## src/rtl/alu_pkg.sv

```systemverilog
// Shared ALU constants: operand width, op encodings and the shift-sequencer state encoding.
// The ALU control decoder uses the same op values.
package alu_pkg;

    localparam int ALU_WIDTH = 32;
    localparam int ALU_AMT_W = 5;

    localparam logic [3:0] OP_ADD = 4'b0000;
    localparam logic [3:0] OP_SUB = 4'b0001;
    localparam logic [3:0] OP_AND = 4'b0010;
    localparam logic [3:0] OP_OR  = 4'b0011;
    localparam logic [3:0] OP_XOR = 4'b0100;
    localparam logic [3:0] OP_NOR = 4'b0101;
    localparam logic [3:0] OP_SLT = 4'b0110;
    localparam logic [3:0] OP_ASR = 4'b1000;
    localparam logic [3:0] OP_LSL = 4'b1001;
    localparam logic [3:0] OP_LSR = 4'b1010;
    localparam logic [3:0] OP_ROL = 4'b1100;
    localparam logic [3:0] OP_ROR = 4'b1101;

    typedef enum logic [1:0] {
        ST_IDLE = 2'b00,
        ST_RUN  = 2'b01,
        ST_DONE = 2'b10
    } seq_state_t;

    // True for the five single-bit shift/rotate ops the sequencer may iterate.
    function automatic logic is_shift_op(input logic [3:0] op);
        return (op == OP_ASR) || (op == OP_LSL) || (op == OP_LSR) ||
               (op == OP_ROL) || (op == OP_ROR);
    endfunction

endpackage

```

## src/rtl/shift_step_counter.sv

```systemverilog
// Loadable down-counter for the remaining ALU steps; last is high while one step remains.
module shift_step_counter #(
    parameter int AMT_W = 5
) (
    input  logic             clk,
    input  logic             rst_n,
    input  logic             load,
    input  logic [AMT_W-1:0] load_val,
    input  logic             dec,
    output logic             last
);

    logic [AMT_W-1:0] count_reg;

    always_ff @(posedge clk or negedge rst_n) begin
        if (!rst_n) begin
            count_reg <= '0;
        end else if (load) begin
            count_reg <= load_val;
        end else if (dec && (count_reg != '0)) begin
            count_reg <= count_reg - 1'b1;
        end
    end

    assign last = (count_reg == {{(AMT_W-1){1'b0}}, 1'b1});

endmodule

```

## src/rtl/alu_shift_sequencer.sv

```systemverilog
// Multi-cycle shift/rotate engine: loops the external ALU's single-bit shift result back
// into its A input once per clock until the requested amount has been applied.
module alu_shift_sequencer
    import alu_pkg::*;
#(
    parameter int WIDTH = ALU_WIDTH,
    parameter int AMT_W = ALU_AMT_W
) (
    input  logic             Clk,
    input  logic             Reset_n,
    input  logic             Start,
    output logic             Ready,
    input  logic [3:0]       ShiftOp,
    input  logic [WIDTH-1:0] Data,
    input  logic [AMT_W-1:0] Amount,
    output logic [WIDTH-1:0] AluA,
    output logic [WIDTH-1:0] AluB,
    output logic [3:0]       AluOp,
    input  logic [WIDTH-1:0] AluOut,
    input  logic             AluZero,
    output logic             Done,
    output logic [WIDTH-1:0] Result,
    output logic             ResultZero,
    output logic             Err
);

    seq_state_t       state_reg, state_next;
    logic [WIDTH-1:0] acc_reg;
    logic [3:0]       op_reg;
    logic [WIDTH-1:0] result_reg;
    logic             result_zero_reg;
    logic             err_reg;

    logic accept;
    logic legal_op;
    logic amount_zero;
    logic step_last;

    assign accept      = Start && (state_reg == ST_IDLE);
    assign legal_op    = is_shift_op(ShiftOp);
    assign amount_zero = (Amount == '0);

    shift_step_counter #(
        .AMT_W (AMT_W)
    ) u_step_counter (
        .clk      (Clk),
        .rst_n    (Reset_n),
        .load     (accept),
        .load_val (Amount),
        .dec      (state_reg == ST_RUN),
        .last     (step_last)
    );

    always_ff @(posedge Clk or negedge Reset_n) begin
        if (!Reset_n) begin
            state_reg <= ST_IDLE;
        end else begin
            state_reg <= state_next;
        end
    end

    always_comb begin
        state_next = state_reg;
        case (state_reg)
            ST_IDLE: begin
                if (accept) begin
                    state_next = (legal_op && !amount_zero) ? ST_RUN : ST_DONE;
                end
            end
            ST_RUN: begin
                if (step_last) begin
                    state_next = ST_DONE;
                end
            end
            ST_DONE: state_next = ST_IDLE;
            default: state_next = ST_IDLE;
        endcase
    end

    // Zero-step and illegal requests complete straight from the sampled Data,
    // so Result never waits on an accumulator load.
    always_ff @(posedge Clk or negedge Reset_n) begin
        if (!Reset_n) begin
            acc_reg         <= '0;
            op_reg          <= OP_ADD;
            result_reg      <= '0;
            result_zero_reg <= 1'b1;
            err_reg         <= 1'b0;
        end else if (accept) begin
            acc_reg <= Data;
            op_reg  <= ShiftOp;
            err_reg <= !legal_op;
            if (!legal_op || amount_zero) begin
                result_reg      <= Data;
                result_zero_reg <= (Data == '0);
            end
        end else if (state_reg == ST_RUN) begin
            acc_reg <= AluOut;
            if (step_last) begin
                result_reg      <= AluOut;
                result_zero_reg <= AluZero;
            end
        end
    end

    assign Ready      = (state_reg == ST_IDLE);
    assign Done       = (state_reg == ST_DONE);
    assign AluA       = acc_reg;
    assign AluB       = '0;
    assign AluOp      = (state_reg == ST_RUN) ? op_reg : OP_ADD;
    assign Result     = result_reg;
    assign ResultZero = result_zero_reg;
    assign Err        = err_reg;

endmodule

```

## config.mk

```make
export PLATFORM = sky130hd
export DESIGN_NAME = alu_shift_sequencer
export DESIGN_NICKNAME = d
export VERILOG_FILES = /design/src/rtl/alu_pkg.sv /design/src/rtl/shift_step_counter.sv /design/src/rtl/alu_shift_sequencer.sv
export SDC_FILE = /design/constraint.sdc
export NUM_CORES = 1
export LEC_CHECK = 0
export ABC_AREA = 1
export CAP_MARGIN = 20
export CORE_ASPECT_RATIO = 1.5
export CORE_MARGIN = 5
export CORE_UTILIZATION = 45
export DETAILED_ROUTE_END_ITERATION = 12
export PLACE_DENSITY = 0.87
export RECOVER_POWER = 50
export SYNTH_ARGS = -nofsm -noshare
export SYNTH_HDL_FRONTEND = slang
export SYNTH_SLANG_ARGS = --single-unit
export TNS_END_PERCENT = 5
```

## constraint.sdc

```tcl
create_clock -name Clk -period 2.27 [get_ports Clk]
set_input_delay 0.3405 -clock Clk [delete_from_list [all_inputs] [get_ports Clk]]
set_output_delay 0.3405 -clock Clk [all_outputs]
set_load 0.005 [all_outputs]
```

[Word-level counts from Yosys, hierarchy flattened]
Cells that the tools add are included.
Storage, ports and cells
  logic and storage cells: 55
  flip-flop bits (word level): 77
  output and inout bits: 104
Operators by class
  mux-type cells: 17
  $add $sub $neg: 1
  reduce and logical (&&, ||, !) cells: 19
  eq/ne operators: 11
Operator list (number)
  two-way mux 32 bit: 6
  logical NOT 32 bit: 1
  == test 4 bit, second input constant: 5
  two-way mux 5 bit: 2
  two-way mux 2 bit: 3
  nonzero test 2 bit: 3
  == test 5 x 1 -> 1 bit, second input constant: 1
  logical NOT 5 bit: 1
  logical OR 1 bit: 5
  nonzero test 5 bit: 1
  subtractor 5 x 1 -> 5 bit, second input constant: 1
  two-way mux 1 bit: 4
  two-way mux 4 bit: 1
  != test 2 x 1 -> 1 bit, second input constant: 2
  one-hot mux 2 bit (2 select lines): 1
  logical AND 1 bit: 3
  AND reduction 3 bit: 1
  == test 2 x 1 -> 1 bit, second input constant: 1
  == test 2 bit, second input constant: 1
  logical NOT 1 bit: 2
  logical NOT 2 bit: 1
  != test 2 bit, second input constant: 1
  AND reduction 2 bit: 1

[Depth between registers and ports, before layout]
Gate-level depths: netlist of the first run.
  depth in word-level cells: 9
  gate-level depth with buffers: 9
  mapped depth without buffers: 8

[Cells and area by module]
Synthesis of the first run repeated with hierarchy kept, for this count alone.
Second synthesis, totals
  cell total of the unflattened synthesis: 467
  area, all modules: 4063.9 µm²
By module, submodules not included
  alu_shift_sequencer: cells an instance 419, area each 3728.6 µm², sequential area each 1803.0 µm², times used 1
  shift_step_counter: cells an instance 48, area each 335.3 µm², sequential area each 125.1 µm², times used 1

[Worst setup path after synthesis of the first run]
No wires, ideal clock.
  path kind: register to register
  from: register state_reg[0]
  to: register acc_reg[10] (netlist: AluA[10])
  path buffers: 1
  data required time: 2145 ps
  arrival: 1281 ps
  period minus slack after synthesis: 1406 ps
  stages on the path, launching flop included: 6
  slack: 864 ps
  cells stage by stage: dfrtp_1 > nor2_2 > nand2_2 > nand2_2 > buf_4 > mux2_2
On the way
  word-level cells in the longest chain between the ends: 3
  elaborated cells between the ends (all ways): 5
Ends and longest elaborated chain
  start, declared: RTL line alu_shift_sequencer.sv:27  | seq_state_t state_reg, state_next;
  start signal, assigned: RTL line alu_shift_sequencer.sv:58  | state_reg <= state_next;
  logical NOT 2 bit *
  named net Ready: RTL line alu_shift_sequencer.sv:12  | output logic Ready,
  logical AND 1 bit *: RTL line alu_shift_sequencer.sv:39  | assign accept = Start && (state_reg == ST_IDLE);
  two-way mux 32 bit / nonzero test 2 bit (equally long branches)
  end signal, assigned: RTL line alu_shift_sequencer.sv:90  | acc_reg <= Data;
  end signal, assigned: RTL line alu_shift_sequencer.sv:98  | acc_reg <= AluOut;
  end, declared: RTL line alu_shift_sequencer.sv:28  | logic [WIDTH-1:0] acc_reg;
Mark *: on every way through the listed nets, which the timed path passes. The rest lies on a longest branch.
A chain may end at the register's enable or synchronous reset.

[Final worst setup path of the first run]
  from: register state_reg[0]
  to: output AluOp[1]
On the way
  word-level cells in the longest chain between the ends: 2
Ends and longest elaborated chain
  == test 2 x 1 -> 1 bit: RTL line alu_shift_sequencer.sv:110  | assign AluOp = (state_reg == ST_RUN) ? op_reg : OP_ADD;
  two-way mux 4 bit: RTL line alu_shift_sequencer.sv:110
  end, declared: RTL line alu_shift_sequencer.sv:18  | output logic [3:0] AluOp,
Every way passes these cells.

==> summary.md, run 1 <==
| Metric | Value |
|---|---|
| IO buf count | 148 |
| Final GP Congestion | 0.871 |
| Core area | 0.00846 mm² |
| Initial Util | 46.1% |
| RSZ-0062 raised after global routing | false |
| Clock slew seen by the registers of the worst setup and hold paths | approximately 60 ps |
| Reg2reg start | state_reg[0] |
| Sw Share | ~34% |
| Slew Viols, Final | 0 |
| Yosys reg bits | 77 |
| Final setup TNS | 0 ps |
| Worst VDD drop | 0.000800 V |
| Dpl ws | 359 ps |
| Clk sinks | 77 |
| Status | finished, final reports clean |
| CP max-delay cell | clkdlybuf4s50_1 |
| Path depth of the worst reg2reg path | 9 |
| Setup Crit Path Kind | reg -> out |
| Final Hold Vio Count | 0 |
| Setup crit end kind | output port |
| Resized cells post-CTS | 0 |
| Die Area | approximately 0.011 mm² |
| Max Clk Rate | 507 MHz |
| Crit path top cell by count | inv_2 |
| Clk_skew | 5.48 ps |
| Final worst setup slack | 299 ps |
| FF-to-FF setup slack | 300 ps |
| Max-Cap Viols | 0 |
| Worst slew margin | 42.1% |
| Synth warnings | 0 |
| Pwr Density | around 1300 mW/mm² |
| TritonCTS Buffers | 9 |
| Max stage delay on crit path | 510 ps |
| Maximum clock path buffer count | 2 |
| Non-Filler Instances | 727 |
| Post-Synthesis Cells | 462 |
| Sw power | approximately 0.0025 W |
| TritonCTS clock tree | done |
| Min-Delay Path Depth | 2 |
| Delay-heaviest family, CP | buffers and inverters |
| Die width | 86.1 µm |
| Arr. time, crit path | 1630 ps |
| GR Util All Layers | approximately 21% |
| DP Wirelength | 8700 µm |
| Post-synth cell types | 25 |
| Final period util | 86.8% |
| Syn Area/Cell | 8.46 µm² |
| Largest fanout on the critical path | 6 |
| Row count | 41 |
| Final #Nets | 695 |
| Final min period | 1970 ps |
| Post-synthesis cell area | 0.00391 mm² |
| Final core utilization | between 60% and 70% |
| Residual DRC | 0 |
| Ant. Diodes | 0 |
| Drt wl/cell | 15.5 µm |
| Worst-Margin Slew | 869 ps |
| WP data required | 1930 ps |
| Min-Delay Path Class | reg -> reg |
| Clk pwr share | 20.3% |
| Register area share after synthesis | slightly below 50% |
| Reg-to-Reg End | Result[6] |
| Dpl cells | between 700 and 800 |
| Root Driver | clkbuf_16 |
| Total power | around 0.0074 W |
| Leakage power | 2.78 nW |
| Pin count of the biggest net entering global routing | 43 |
| Crit path cell chain | inv_2 -> nor2_2 -> inv_2 -> nor2_1 -> clkdlybuf4s50_1 |
| Routed WL | 11300 µm |
| First-pass GRT wire length | roughly 17000 µm |
| I/O pins | 181 |
| DRT antenna net count | 0 |
| Layout cells sized above 1 | 10.8% |
| Die height | 124 µm |
| P_int | 0.00490 W |
| Vias in the first global route | about 3600 |
| Comb power frac | ~47% |
| Setup Fix Bufs, Post-CTS | 0 |
| Area growth syn-to-layout | 45.2% |
| Initial antenna violation count | 0 |
| Endpoint, Worst Hold | Result[15] |
| Critical Path Start Type | flop |
| Total grt overflow | 0 |
| Worst-Skew Late Latency | 340 ps |
| Hold Crit Start | Result[15] |
| DRT iter0 DRCs | 197 |
| Initial DRT Pass Iterations | 4 |
| Vias per cell | between 4 and 5 |
| DR vias | 3541 |
| H-tree Lvls | 3 |
| # setup viols final | 0 |
| Critical path buffers and inverters | 3 |
| Reg power frac | roughly a third |
-- layout make-up --
type                    instances  area [µm²]
well taps                     107         134
multi-input cells             342        1620
repair buffers                161        1580
fillers                       707        2790
flip-flops and latches         77        1930
clock inverters                 7        90.1
inverters                      24        91.3
clock buffers                   9         225
-- cells in the mapped netlist, drive strengths merged --
master  count  area (µm²)
a22oi       1        7.51
o22ai       1        6.26
inv        23        86.3
a31oi       1        6.26
dfrtp      76        1900
nand3      12        60.1
dfstp       1        26.3
buf        50         375
nand2     199         754
ha          3        37.5
a21oi       1        5.00
clkinv      1        5.00
o21ai      20         104
nor2       37         144
o211ai      2        15.0
nand3b      1        7.51
conb        1        3.75
mux2       32         360
-- stage by stage --
stage / area (µm²) / hold slack, ps
floorplan: 4020 / 44.9
global placement: 5380 / 329
detailed placement: 5380 / 335
CTS: 5700 / 480
global route: 5670 / 493
finish: 5670 / 473
-- cell families after synthesis --
| logic type | after synthesis | synth area share (%) |
|---|---|---|
| compound gates | 26 | 3.68 |
| fa+ha+maj | 3 | 0.961 |
| buf+inv | 74 | 11.9 |
| flops | 77 | 49.4 |
| mux | 32 | 9.22 |
| other cells | 1 | 0.0960 |
| simple gates | 249 | 24.7 |
-- power by group through the flow --
| stage | Combinational, W | Clock (W) | Sequential, W |
|---|---|---|---|
| 2_1_floorplan | 0.00173 | 0 | 0.00246 |
| 3_3_place_gp | 0.00350 | 0 | 0.00242 |
| 3_5_place_dp | 0.00363 | 0 | 0.00246 |
| 4_1_cts | 0.00365 | 0.00153 | 0.00245 |
| 5_1_grt | 0.00381 | 0.00159 | 0.00251 |
| 6_report | 0.00349 | 0.00151 | 0.00243 |
-- how the worst max path moves through the flow --
stage                      start         end  slack, ps  depth (start not counted)
floorplan           state_reg[0]    AluA[10]        860                          5
global placement      ShiftOp[0]  Result[20]        430                         10
detailed placement    ShiftOp[0]   Result[6]        360                         10
CTS                 state_reg[0]    AluOp[1]        270                          5
global route             Reset_n    AluA[29]         90                          3
finish              state_reg[0]    AluOp[1]        300                          5
-- layout by cell type (no fill, tap or decap), types with 2 or more instances in the layout --
cell type        Yosys  layout
nand2_1            196     197
nand2_2              3       2
dlygate4sd3_1        0      27
inv_2                2       2
clkbuf_1             0       2
clkinv_2             1       4
clkbuf_16            0       9
o21ai_1              2       2
conb_1               1      32
buf_4               35       8
nor2_1              35      36
mux2_2              32      32
o21ai_0             17      17
clkinvlp_4           0       2
ha_1                 3       3
nand3_1             12      12
dfrtp_1             76      76
o211ai_1             2       2
clkdlybuf4s50_1      0     121
inv_1               21      21
bufinv_16            0       2
-- routing by layer --
| layer | up-vias | global-route usage [%] | share of wire (%) |
|---|---|---|---|
| li1 | 1686 | - | - |
| met1 | 1655 | 21.8 | 35 |
| met2 | 169 | 39.2 | 54 |
| met3 | 31 | 4.90 | 7.2 |
| met4 | 0 | 13.2 | 4.2 |
| met5 | - | 0 | 0 |
-- timing repair --
| item | in CTS | in global routing |
|---|---|---|
| endpoints found under the setup margin | 0 | 0 |
| hold buffers | 1 | 0 |
| hold endpoints to repair | 34 | 0 |
-- worst register-to-register path, delay by kind of cell, from the launching register on --
kind                   cells  cell delay (ps)
buffers and inverters      3              700
flip-flops                 1              390
AO/OA/AOI/OAI              1              140
AND/OR/NAND/NOR            5              640
No activity file was read; power rests on OpenSTA's default activity.
==> inputs of run 2 (changes only) <==
--- a/config.mk
+++ b/config.mk
@@ -10,6 +10,7 @@
 export CORE_ASPECT_RATIO = 1.5
 export CORE_MARGIN = 5
 export CORE_UTILIZATION = 45
+export CTS_CLUSTER_DIAMETER = 50
 export DETAILED_ROUTE_END_ITERATION = 12
 export PLACE_DENSITY = 0.87
 export RECOVER_POWER = 50
==> results of run 2 <==
Final layout, timing and power as in run 1 (identical DEF).
==> inputs of run 3 (changes only) <==
--- a/config.mk
+++ b/config.mk
@@ -5,7 +5,7 @@
 export SDC_FILE = /design/constraint.sdc
 export NUM_CORES = 1
 export LEC_CHECK = 0
-export ABC_AREA = 1
+export ABC_AREA = 0
 export CAP_MARGIN = 20
 export CORE_ASPECT_RATIO = 1.5
 export CORE_MARGIN = 5
==> run 3 against run 2 <==
  * Sequential cell count unchanged
  * Total power rose by 2.6%
  * Wire length up 2.2%
  * Area after synthesis rose by 2.2%
  * Global-route usage fell by 0.11 points
  * Worst setup slack worse by 180 ps
  * Largest power group unchanged
  * Sequential power is 4% higher
  * Critical path depth is 2 lower
==> summary.md, run 3 <==
| Metric | Value |
|---|---|
| DP Wirelength | 8760 µm (was 8700 µm) |
| First-pass GRT wire length | 18100 µm (was 17500 µm) |
| CP max-delay cell | clkdlybuf4s50_1 (unchanged) |
| Layout cells sized above 1 | 12.2% (was 10.8%) |
| Final core utilization | 66.4% (was 67.0%) |
| Crit path depth | 3 (was 5) |
| Die Area | 0.0109 mm² (was 0.0107 mm²) |
| Maximum clock path buffer count | 2 (unchanged) |
| Register area share after synthesis | 48.3% (was 49.4%) |
| Initial DRT Pass Iterations | 4 (unchanged) |
| Syn Area/Cell | 9.91 µm² (was 8.46 µm²) |
| DRT iter0 DRCs | 188 (was 197) |
| Post-Synthesis Cells | 403 (was 462) |
| Pwr Density | 1310 mW/mm² (about the same) |
| Die height | 125 µm (was 124 µm) |
| Reg-to-Reg End | u_step_counter.count_reg[1] (was Result[6]) |
| Residual DRC | 0 (unchanged) |
| Core area | 0.00878 mm² (was 0.00846 mm²) |
| Top-area cell type share of the netlist area | 47.6% (was 48.7%) |
| Setup crit end | AluOp[3] (was AluOp[1]) |
| Setup crit end kind | output port (unchanged) |
| Vias per cell | 5.28 (was 4.87) |
| Synth warnings | 0 (unchanged) |
| Max Clk Rate | 464 MHz (was 507 MHz) |
| Max-Cap Viols | 0 (unchanged) |
| GR Util All Layers | 21.3% (was 21.5%) |
| Root Driver | clkbuf_16 (unchanged) |
| Yosys reg bits | 77 (unchanged) |
| Leakage power | 2.75 nW (was 2.78 nW) |
| RSZ-0062 raised after global routing | false (unchanged) |
| Final worst setup slack | 115 ps (was 299 ps) |
| Most frequent cells in the layout | clkdlybuf4s50_1 (139), nand2_1 (113), dfrtp_1 (76), o21ai_0 (37), conb_1 (32) (was nand2_1 (197), clkdlybuf4s50_1 (121), dfrtp_1 (76), nor2_1 (36)) |
| Min-Delay Path Class | in -> async (was reg -> reg) |
| Worst VDD drop | 0.000709 V (was 0.000800 V) |
| Die width | 86.9 µm (was 86.1 µm) |
| Initial antenna violation count | 0 (unchanged) |
| Crit. Startpoint | state_reg[0] (unchanged) |
| Arr. time, crit path | 1810 ps (was 1630 ps) |
| Worst-Skew Late Latency | 330 ps (was 340 ps) |
| Top cells by area, synth | dfrtp_1 (48%), nand2_1 (11%), mux2i_1 (7.8%) (was dfrtp_1 (49%), nand2_1 (19%), mux2_2 (9.2%)) |
| Delay-heaviest family, CP | simple AND/OR/NAND/NOR gates (was buffers and inverters) |
| # setup viols final | 0 (unchanged) |
| Reg2reg start | state_reg[0] (unchanged) |
| Status | finished, final reports clean (unchanged) |
| Clock slew seen by the registers of the worst setup and hold paths | 60 ps (about the same) |
| Final #Nets | 633 (was 695) |
| Critical path buffers and inverters | 1 (was 3) |
| Most used DFF post-synth | dfrtp_1 (unchanged) |
| Layout fillers | 688 (was 707) |
| Slew Viols, Final | 0 (unchanged) |
| Count leader, synth | nand2_1 (unchanged) |
| Post-synth cell types | 40 (was 25) |
| Largest fanout on the critical path | 7 (was 6) |
| FF-to-FF setup slack | 320 ps (was 300 ps) |
| Clk_skew | 8.45 ps (was 5.48 ps) |
| Final period util | 94.9% (was 86.8%) |
| Row count | 42 (was 41) |
| Final min period | 2150 ps (was 1970 ps) |
| Initial Util | 45.5% (was 46.1%) |
| Resized cells post-CTS | 1 (was 0) |
| TritonCTS Buffers | 9 (unchanged) |
| Hold_buf cts | 0 (was 1) |
| Max stage delay on crit path | 500 ps (was 510 ps) |
| Pin count of the biggest net entering global routing | 79 (was 43) |
| Post-synth ARST share | 100% (unchanged) |
| Clk sinks | 77 (unchanged) |
| Total grt overflow | 0 (unchanged) |
| Worst slew margin | 26.1% (was 42.1%) |
| Post-synthesis cell area | 0.00399 mm² (was 0.00391 mm²) |
| Crit path cell chain | nor2b_2 -> and2_1 -> clkdlybuf4s50_1 (was inv_2 -> nor2_2 -> inv_2 -> nor2_1 -> clkdlybuf4s50_1) |
| DR vias | 3525 (was 3541) |
| Dpl ws | -196 ps (was 359 ps) |
| TritonCTS clock tree | done (unchanged) |
| Area growth syn-to-layout | 45.9% (was 45.2%) |
| Final Hold Vio Count | 0 (unchanged) |
| Drt wl/cell | 17.3 µm (was 15.5 µm) |
| Largest area contributor in the netlist | dfrtp_1 (unchanged) |
| Routed WL | 11500 µm (was 11300 µm) |
| Setup Crit Path Kind | reg -> out (unchanged) |
| DRT antenna net count | 0 (unchanged) |
| WP data required | 1930 ps (about the same) |
| Path depth of the worst reg2reg path | 4 (was 9) |
| EDFF count, synth | 0 (unchanged) |
| Vias in the first global route | 3557 (was 3624) |
| H-tree Lvls | 3 (unchanged) |
| I/O pins | 181 (unchanged) |
| IO buf count | 148 (unchanged) |
| Final GP Congestion | 0.904 (was 0.871) |
| Setup Fix Bufs, Post-CTS | 0 (unchanged) |
| Worst-Margin Slew | 1110 ps (was 869 ps) |
| Hold_ws | 214 ps (was 473 ps) |
| Most common cell after layout, fill and taps aside | clkdlybuf4s50_1 (was nand2_1) |
| Most frequent cells after synthesis | nand2_1 (113), dfrtp_1 (76), o21ai_0 (37) (was nand2_1 (196), dfrtp_1 (76), buf_4 (35), nor2_1 (35), mux2_2 (32)) |
| Critical Path Start Type | flop (unchanged) |
-- run 3: area by class of cell --
cell class / count / area [µm²] / area share [%]
antenna: 1 / 2.50 / 0.0429
clock buffer: 9 / 225 / 3.87
clock inverter: 6 / 88.8 / 1.52
inverter: 3 / 11.3 / 0.193
multi-input combinational: 302 / 1830 / 31.3
sequential: 77 / 1930 / 33.1
tap: 110 / 138 / 2.36
timing repair buffer: 160 / 1610 / 27.6
-- run 3: power by group --
part / total, W / switching [W] / internal [W] / leakage, nW
Combinational: 0.00361 / 0.00148 / 0.00213 / 1.67
Sequential: 0.00252 / 0.000438 / 0.00208 / 0.925
Clock: 0.00150 / 0.000546 / 0.000955 / 0.148
-- run 3: routing by layer --
metal	vias to the layer above	part of all wire (%)	track usage, %
li1	1613	-	-
met1	1707	35	23.3
met2	169	52	37.0
met3	36	8.3	4.94
met4	0	4.2	11.9
met5	-	0	0
-- run 3: worst min-delay path by stage --
stage	slack (ps)	to	cells past startpoint
3_3_place_gp	370	AluA[0]	1
5_1_grt	320	Result[28]	1
3_5_place_dp	380	Result[0]	1
2_1_floorplan	40	AluA[0]	0
6_report	210	Result[6]	1
4_1_cts	30	AluA[28]	1
-- run 3: kinds of logic (layout without fill, tap and decap cells) --
| group | Yosys count | count (layout) | synth area share, % |
|---|---|---|---|
| adder cells (fa/ha/maj) | 3 | 3 | 0.940 |
| flip-flops | 77 | 77 | 48.3 |
| buffers and inverters | 55 | 178 | 9.18 |
| other | 1 | 33 | 0.0939 |
| multiplexers | 64 | 64 | 17.8 |
| AND/OR/NAND/NOR | 149 | 149 | 15.9 |
| AO/OA/AOI/OAI | 54 | 54 | 7.80 |
-- run 3: metrics by stage --
stage          TNS (ps)  area [µm²]  power, W  std cells
5_1_grt               0        5820   0.00810        667
3_3_place_gp      -4560        5530   0.00604        652
2_1_floorplan         0        4110   0.00421        434
4_1_cts               0        5850   0.00774        667
3_5_place_dp      -5350        5530   0.00619        652
6_report              0        5830   0.00763        668
